[config.mk]
export PLATFORM = sky130hd
export DESIGN_NAME = alu_64_bit
export DESIGN_NICKNAME = d
export VERILOG_FILES = /design/src/rtl/alu_64_bit.sv
export SDC_FILE = /design/constraint.sdc
export NUM_CORES = 1
export LEC_CHECK = 0
export CORE_MARGIN = 5
export CORE_UTILIZATION = 50
export DETAILED_ROUTE_END_ITERATION = 10
export HOLD_SLACK_MARGIN = 0.03
export PLACE_DENSITY = 0.79
export SKIP_CTS_REPAIR_TIMING = 1
export SLEW_MARGIN = 10
export SYNTH_ARGS = -nofsm -noshare
export SYNTH_HDL_FRONTEND = slang
export SYNTH_SLANG_ARGS = --single-unit
[constraint.sdc]
create_clock -name clk -period 1 [get_ports clk]
set_input_delay 0.3 -clock clk [delete_from_list [all_inputs] [get_ports clk]]
set_output_delay 0.3 -clock clk [all_outputs]
set_load 0.01 [all_outputs]
[src/rtl/alu_64_bit.sv]
// ---------------------------------------------------------------------------
// alu_64_bit
// 64-bit integer ALU for the execute stage. Operands and opcode are decoded
// combinationally; result and flags are registered (one cycle of latency).
//
// Ports:
//   clk            rising-edge clock
//   rst_n          asynchronous active-low reset
//   in_valid       operands/opcode valid this cycle
//   a, b           operands (shifts use b[5:0] only)
//   opcode         operation select (4 bits)
//   out_valid      registered result valid
//   result         registered result
//   carry_flag     registered carry (ADD) / borrow (SUB)
//   overflow_flag  registered signed overflow (ADD/SUB)
//   zero_flag      registered (result == 0)
//   illegal_op     registered illegal-opcode indicator (only with
//                  ALU_ILLEGAL_OP_EN defined)
//
// Build option: define ALU_ILLEGAL_OP_EN to add the illegal_op output.
// ---------------------------------------------------------------------------
module alu_64_bit #(
  parameter int XLEN = 64
) (
  input  logic            clk,
  input  logic            rst_n,
  input  logic            in_valid,
  input  logic [XLEN-1:0] a,
  input  logic [XLEN-1:0] b,
  input  logic [3:0]      opcode,
  output logic            out_valid,
  output logic [XLEN-1:0] result,
  output logic            carry_flag,
  output logic            overflow_flag,
  output logic            zero_flag
`ifdef ALU_ILLEGAL_OP_EN
  ,
  output logic            illegal_op
`endif
);

  localparam logic [3:0] OP_ADD  = 4'b0000;
  localparam logic [3:0] OP_SUB  = 4'b1000;
  localparam logic [3:0] OP_SLL  = 4'b0001;
  localparam logic [3:0] OP_SRL  = 4'b0101;
  localparam logic [3:0] OP_SRA  = 4'b1101;
  localparam logic [3:0] OP_SLT  = 4'b0010;
  localparam logic [3:0] OP_SLTU = 4'b0011;
  localparam logic [3:0] OP_XOR  = 4'b0100;
  localparam logic [3:0] OP_OR   = 4'b0110;
  localparam logic [3:0] OP_AND  = 4'b0111;

  function automatic logic [XLEN-1:0] bit_rev(input logic [XLEN-1:0] v);
    logic [XLEN-1:0] r;
    for (int i = 0; i < XLEN; i++) r[i] = v[XLEN-1-i];
    return r;
  endfunction

  // Shared adder: SUB and the set-less-than compares run through a + ~b + 1.
  logic            use_sub;
  logic [XLEN-1:0] b_eff;
  logic [XLEN:0]   sum;
  logic [XLEN-1:0] add_res;
  logic            carry_out;
  logic            borrow;
  logic            add_ovf;
  logic            slt_bit;

  assign use_sub   = (opcode == OP_SUB) || (opcode == OP_SLT) || (opcode == OP_SLTU);
  assign b_eff     = use_sub ? ~b : b;
  assign sum       = {1'b0, a} + {1'b0, b_eff} + {{XLEN{1'b0}}, use_sub};
  assign add_res   = sum[XLEN-1:0];
  assign carry_out = sum[XLEN];
  assign borrow    = ~carry_out;
  // With b inverted for SUB, "same sign of a and b_eff" covers both the ADD
  // and the SUB overflow rule.
  assign add_ovf   = (a[XLEN-1] == b_eff[XLEN-1]) && (add_res[XLEN-1] != a[XLEN-1]);
  assign slt_bit   = add_res[XLEN-1] ^ add_ovf;

  // Barrel shifter: right-shift core; left shifts reverse the operand on the
  // way in and out so one set of stages serves all three shift opcodes.
  logic [5:0]      shamt;
  logic            shl;
  logic            fill;
  logic [XLEN-1:0] s0, s1, s2, s3, s4, s5, s6;
  logic [XLEN-1:0] sh_out;

  assign shamt  = b[5:0];
  assign shl    = (opcode == OP_SLL);
  assign fill   = (opcode == OP_SRA) & a[XLEN-1];
  assign s0     = shl ? bit_rev(a) : a;
  assign s1     = shamt[0] ? {fill, s0[XLEN-1:1]}         : s0;
  assign s2     = shamt[1] ? {{2{fill}},  s1[XLEN-1:2]}   : s1;
  assign s3     = shamt[2] ? {{4{fill}},  s2[XLEN-1:4]}   : s2;
  assign s4     = shamt[3] ? {{8{fill}},  s3[XLEN-1:8]}   : s3;
  assign s5     = shamt[4] ? {{16{fill}}, s4[XLEN-1:16]}  : s4;
  assign s6     = shamt[5] ? {{32{fill}}, s5[XLEN-1:32]}  : s5;
  assign sh_out = shl ? bit_rev(s6) : s6;

  logic [XLEN-1:0] alu_res;
  logic            alu_c;
  logic            alu_o;
  logic            alu_legal;

  always_comb begin
    alu_res   = '0;
    alu_c     = 1'b0;
    alu_o     = 1'b0;
    alu_legal = 1'b1;
    case (opcode)
      OP_ADD: begin
        alu_res = add_res;
        alu_c   = carry_out;
        alu_o   = add_ovf;
      end
      OP_SUB: begin
        alu_res = add_res;
        alu_c   = borrow;
        alu_o   = add_ovf;
      end
      OP_SLL, OP_SRL, OP_SRA: alu_res = sh_out;
      OP_SLT:  alu_res = {{(XLEN-1){1'b0}}, slt_bit};
      OP_SLTU: alu_res = {{(XLEN-1){1'b0}}, borrow};
      OP_XOR:  alu_res = a ^ b;
      OP_OR:   alu_res = a | b;
      OP_AND:  alu_res = a & b;
      default: alu_legal = 1'b0;
    endcase
  end

  always_ff @(posedge clk or negedge rst_n) begin
    if (!rst_n) begin
      out_valid     <= 1'b0;
      result        <= '0;
      carry_flag    <= 1'b0;
      overflow_flag <= 1'b0;
      zero_flag     <= 1'b1;
    end else begin
      out_valid <= in_valid;
      if (in_valid) begin
        result        <= alu_res;
        carry_flag    <= alu_c;
        overflow_flag <= alu_o;
        zero_flag     <= (alu_res == '0);
      end
    end
  end

`ifdef ALU_ILLEGAL_OP_EN
  always_ff @(posedge clk or negedge rst_n) begin
    if (!rst_n)        illegal_op <= 1'b0;
    else if (in_valid) illegal_op <= ~alu_legal;
  end
`else
  logic unused_legal;
  assign unused_legal = alu_legal;
`endif

endmodule

==> flow_summary.toml, run 1 <==
[placement]
dp_slack_ns = -5.358
dp_hpwl_um = 99380
numPortBuffers = 202
gp_congestion = 1.534

[cts]
htreeDepth = 3
clk_path_buf_depth = 2
cts.sinks = 68
cts_root_buf = "clkbuf_16"
cts_inserted_buffers = 9

[floorplanning]
ios = 203
die_y_um = 203.0
rows = 70
start_util_pct = 50.73
fp.dieW_um = 203.0

[yosys]
postSynthAreaPerCell_um2 = 7.450
ys_ff_latch = 68
synth_area_um2 = 18620
synthArstFlopShare_pct = 100.0
yosysUniqueCellTypes = 94
ys_warn_count = 0
postSynthCellCount = 2499
synth.net_count = 2827
synth_edf_count = 0
seq_area_frac_synth_pct = 9.147
synth_ff_type = "dfrtp_1"

[global_route]
grt_pass1_wl_um = 252200
grt_max_degree = 95
gr-usage-all-layers_pct = 80.22
grt_overflow = 337
grt_pass1_vias = 36360

[status]
haltStage = "global routing"
firstError = "[ERROR GRT-0116] Global routing finished with congestion. Check the congestion regions in the DRC Viewer."
status = "stopped before the end"
==> cell usage after synthesis (13+ instances only) <==
master	n	area share [%]
a211oi_1	33	1.3
a21o_1	33	1.3
a21oi_1	175	4.7
a221o_1	16	0.86
a221oi_1	54	2.5
a22o_1	14	0.66
a22oi_1	53	2.1
a31oi_1	34	1.1
and2_1	16	0.54
and3_1	20	0.67
buf_1	36	0.73
buf_2	13	0.35
clkbuf_1	113	2.3
dfrtp_1	67	9.0
ha_1	192	13
inv_1	143	2.9
mux2_2	66	4.0
mux2i_1	89	4.8
mux4_2	50	6.0
nand2_1	223	4.5
nand2b_1	17	0.57
nand3_1	52	1.4
nand4_1	32	1.1
nor2_1	253	5.1
nor3_1	47	1.3
nor4_1	13	0.44
o2111ai_1	15	0.71
o211ai_1	46	1.9
o21a_1	29	1.2
o21ai_0	141	3.8
o21bai_1	18	0.73
o221ai_1	23	1.1
o22ai_1	30	1.0
xnor2_1	85	4.0
xor2_1	28	1.3
==> layer usage <==
layer / GRT usage (%) / overflow
met1: 80.07 / 32
met2: 90.77 / 155
met3: 73.20 / 37
met4: 76.21 / 109
met5: 49.29 / 4
==> cell families after synthesis <==
kind of cell	after synthesis	share of synthesized area (%)
simple gates	736	18.25
compound gates	860	32.09
xor+xnor	113	5.316
mux	210	15.37
fa+ha+maj	193	13.01
flops	68	9.147
buf+inv	319	6.808
==> metrics by stage <==
stage	utilization (%)	hold slack [ns]	cell area [um^2]	cells	TNS [ns]
floorplan	-	0.004409	19140	2499	-156.92
global placement	79.28	0.2740	29090	4088	-253.69
detailed placement	79.28	0.3041	29090	4088	-271.58
CTS	80.06	-0.05111	29380	4104	-282.18
==> inputs of run 2 (changes only) <==
CORE_UTILIZATION = 35   (was 50)
HOLD_SLACK_MARGIN = unset   (was 0.03)
PLACE_DENSITY = unset   (was 0.79)
PLACE_DENSITY_LB_ADDON = 0.15   (was unset)
==> run 2 against run 1 <==
  * The flow now finishes, with violations (setup timing)
  * Area after synthesis unchanged
  * Synthesized cell count unchanged
==> flow_summary.toml, run 2 <==
[critical_path]
worst_r2r_path_depth = 3
cp_data_required_time_ns = 1.28
r2r_slack_ns = -0.01
start_kind = "input pin"
cp_max_fo = 7
worstSetupPathType = "in2reg"
cp-end-kind = "register"
critPathArrivalTime_ns = 5.53
r2r-start = "result[3]$_DFFE_PN0P_"
r2r_end = "result[3]$_DFFE_PN0P_"

[yosys]
synthTopCellsByCount = "nor2_1, nand2_1, ha_1, a21oi_1, inv_1"
synth_top_area_share_pct = 12.90
ys_warn_count = 0
synth.net_count = 2827
postSynthCellCount = 2499
seq_area_frac_synth_pct = 9.147
synth_edf_count = 0
ys_top_cells_by_area = "ha_1, dfrtp_1, mux4_2"
yosysMostFrequentCell = "nor2_1"
ys_ff_latch = 68
yosysUniqueCellTypes = 94
synth_area_um2 = 18620
synth_top_cell_by_area = "ha_1"
synthArstFlopShare_pct = 100.0
synth_ff_type = "dfrtp_1"
postSynthAreaPerCell_um2 = 7.450

[sta]
setup_violations = 135
fmax_mhz = 190.7
setup_slack_ns = -4.244
hold_viol_final = 0
tightest_slew_ns = 1.042
fin_crit_sh_pct = 524.4
fin_crit_ns = 5.244
skew_ns = 0
drv_slew = 0
setup-tns-final_ns = -199.77
rsz0062_at_grt = "true"
max_slew_margin_pct = 30.04

[floorplanning]
ios = 203
start_util_pct = 35.36
dieArea_um2 = 57900
die_y_um = 240.6
core_area_um2 = 52660
rows = 84
fp.dieW_um = 240.6

[flow_run]
drv_cap = 0

[power_and_ir_drop]
p_leak_nw = 16.14
total_power_mw = 33.33
p_per_area_nw_per_um2 = 952.4
ir_worst_vdd_v = 0.001088

[finish]
regMostFlops = "result"
syn_to_final_growth_pct = 88.00
utilization_pct = 66.47
final_common_cell = "buf_4"
layout.nets = 4228
regArea_um2 = 1703
largest_register_ffs = 64
multi_input_area_um2 = 18720
final_cell_mix = "buf_4, nor2_1, nand2_1, ha_1, inv_1"
fin_cells = 4596
fillCellCount = 4219
drive_above_1_share_pct = 51.88

[cts]
cts.sinks = 68
clk_pin_slew_ns = 0.06
cts_inserted_buffers = 9
cts_root_buf = "clkbuf_16"
cts_tree = "yes"
clk_latency_ns = 0.33
clk_path_buf_depth = 2
htreeDepth = 3

[status]
failed_checks = "setup timing"
status = "finished with violations"

[global_route]
gr-usage-all-layers_pct = 45.58
antenna_found_initial = 6
grt_pass1_vias = 27190
grt_max_degree = 95
grt_pass1_wl_um = 192600
grt_overflow = 0

[placement]
dp_slack_ns = -5.328
placed_cells = 4401
numPortBuffers = 202
dp_hpwl_um = 115200
gp_congestion = 1.174

[route]
drtIter0Drc = 4238
wl_um = 147700
drt.antenna.violating_nets = 0
avgRoutedWirePerCell_um = 32.14
detail_route.first_pass.iterations = 8
via_per_inst = 6.472
drc_errors = 0
vias = 29740

[worst_hold_path]
worst_hold_path_type = "in2async"
run 2: cell counts after synthesis:
Identical to the previous run, type by type.
run 2: worst max-delay path, stage by stage:
cell	delay (ns)
buf_12	0.11
and2b_2	0.22
o21a_4	0.26
buf_12	0.16
buf_6	0.12
buf_8	0.13
clkbuf_16	0.18
buf_12	0.13
xnor2_4	0.14
ha_4	0.31
buf_6	0.11
nand4_1	0.22
nor2_1	0.18
nand3_1	0.18
a2111o_1	0.55
a31oi_4	0.32
a221oi_4	0.12
xor2_1	0.19
o2111ai_1	0.13
or4_1	0.50
or4_4	0.62
nor4_4	0.15
a32o_1	0.20
run 2: power by group:
group | total (mW) | switching, mW | internal, mW
Sequential | 3.37 | 0.247 | 3.13
Combinational | 26.8 | 14.3 | 12.5
Clock | 3.18 | 1.26 | 1.92
Total | 33.3 | 15.8 | 17.5
run 2: final cells by class:
| cell class | count | share of cell area [%] |
|---|---|---|
| clock buffers | 11 | 0.6649 |
| multi-input cells | 2114 | 53.48 |
| repair buffers | 1558 | 36.71 |
| clock inverters | 5 | 0.1501 |
| well taps | 688 | 2.460 |
| flip-flops and latches | 68 | 4.865 |
| inverters | 149 | 1.648 |
| diodes | 3 | 0.02145 |
run 2: per-layer routing:
layer  track usage (%)  routed length [um]  share of wire (%)
met1             57.77               53530                 36
met2             66.76               60440                 41
met3             14.08               18820                 13
met4             30.06               14860                 10
met5                 0                  50              0.034
run 2: logic make-up after synthesis:
| family | count (synthesis) | synth area share, % |
|---|---|---|
| AND/OR/NAND/NOR | 736 | 18.25 |
| flip-flops | 68 | 9.147 |
| adder cells (fa/ha/maj) | 193 | 13.01 |
| XOR/XNOR | 113 | 5.316 |
| multiplexers | 210 | 15.37 |
| buffers and inverters | 319 | 6.808 |
| AO/OA/AOI/OAI | 860 | 32.09 |
run 2: how the worst max path moves through the flow:
stage / from / end / slack, ns / depth (start not counted)
floorplan: b[2] / zero_flag$_DFFE_PN1P_ / -3.93 / 22
global placement: opcode[1] / zero_flag$_DFFE_PN1P_ / -5.26 / 19
detailed placement: opcode[1] / zero_flag$_DFFE_PN1P_ / -5.33 / 18
CTS: opcode[1] / zero_flag$_DFFE_PN1P_ / -4.95 / 18
global route: opcode[1] / zero_flag$_DFFE_PN1P_ / -4.28 / 23
finish: opcode[1] / zero_flag$_DFFE_PN1P_ / -4.24 / 23
run 2: per-stage QoR:
step                hold WS (ns)  cell area, um^2
floorplan               0.004409            19140
global placement          0.1853            30130
detailed placement        0.1970            30130
CTS                      -0.1622            30420
global route              0.4278            35000
finish                    0.4119            35000
No activity file was read; power rests on OpenSTA's default activity.
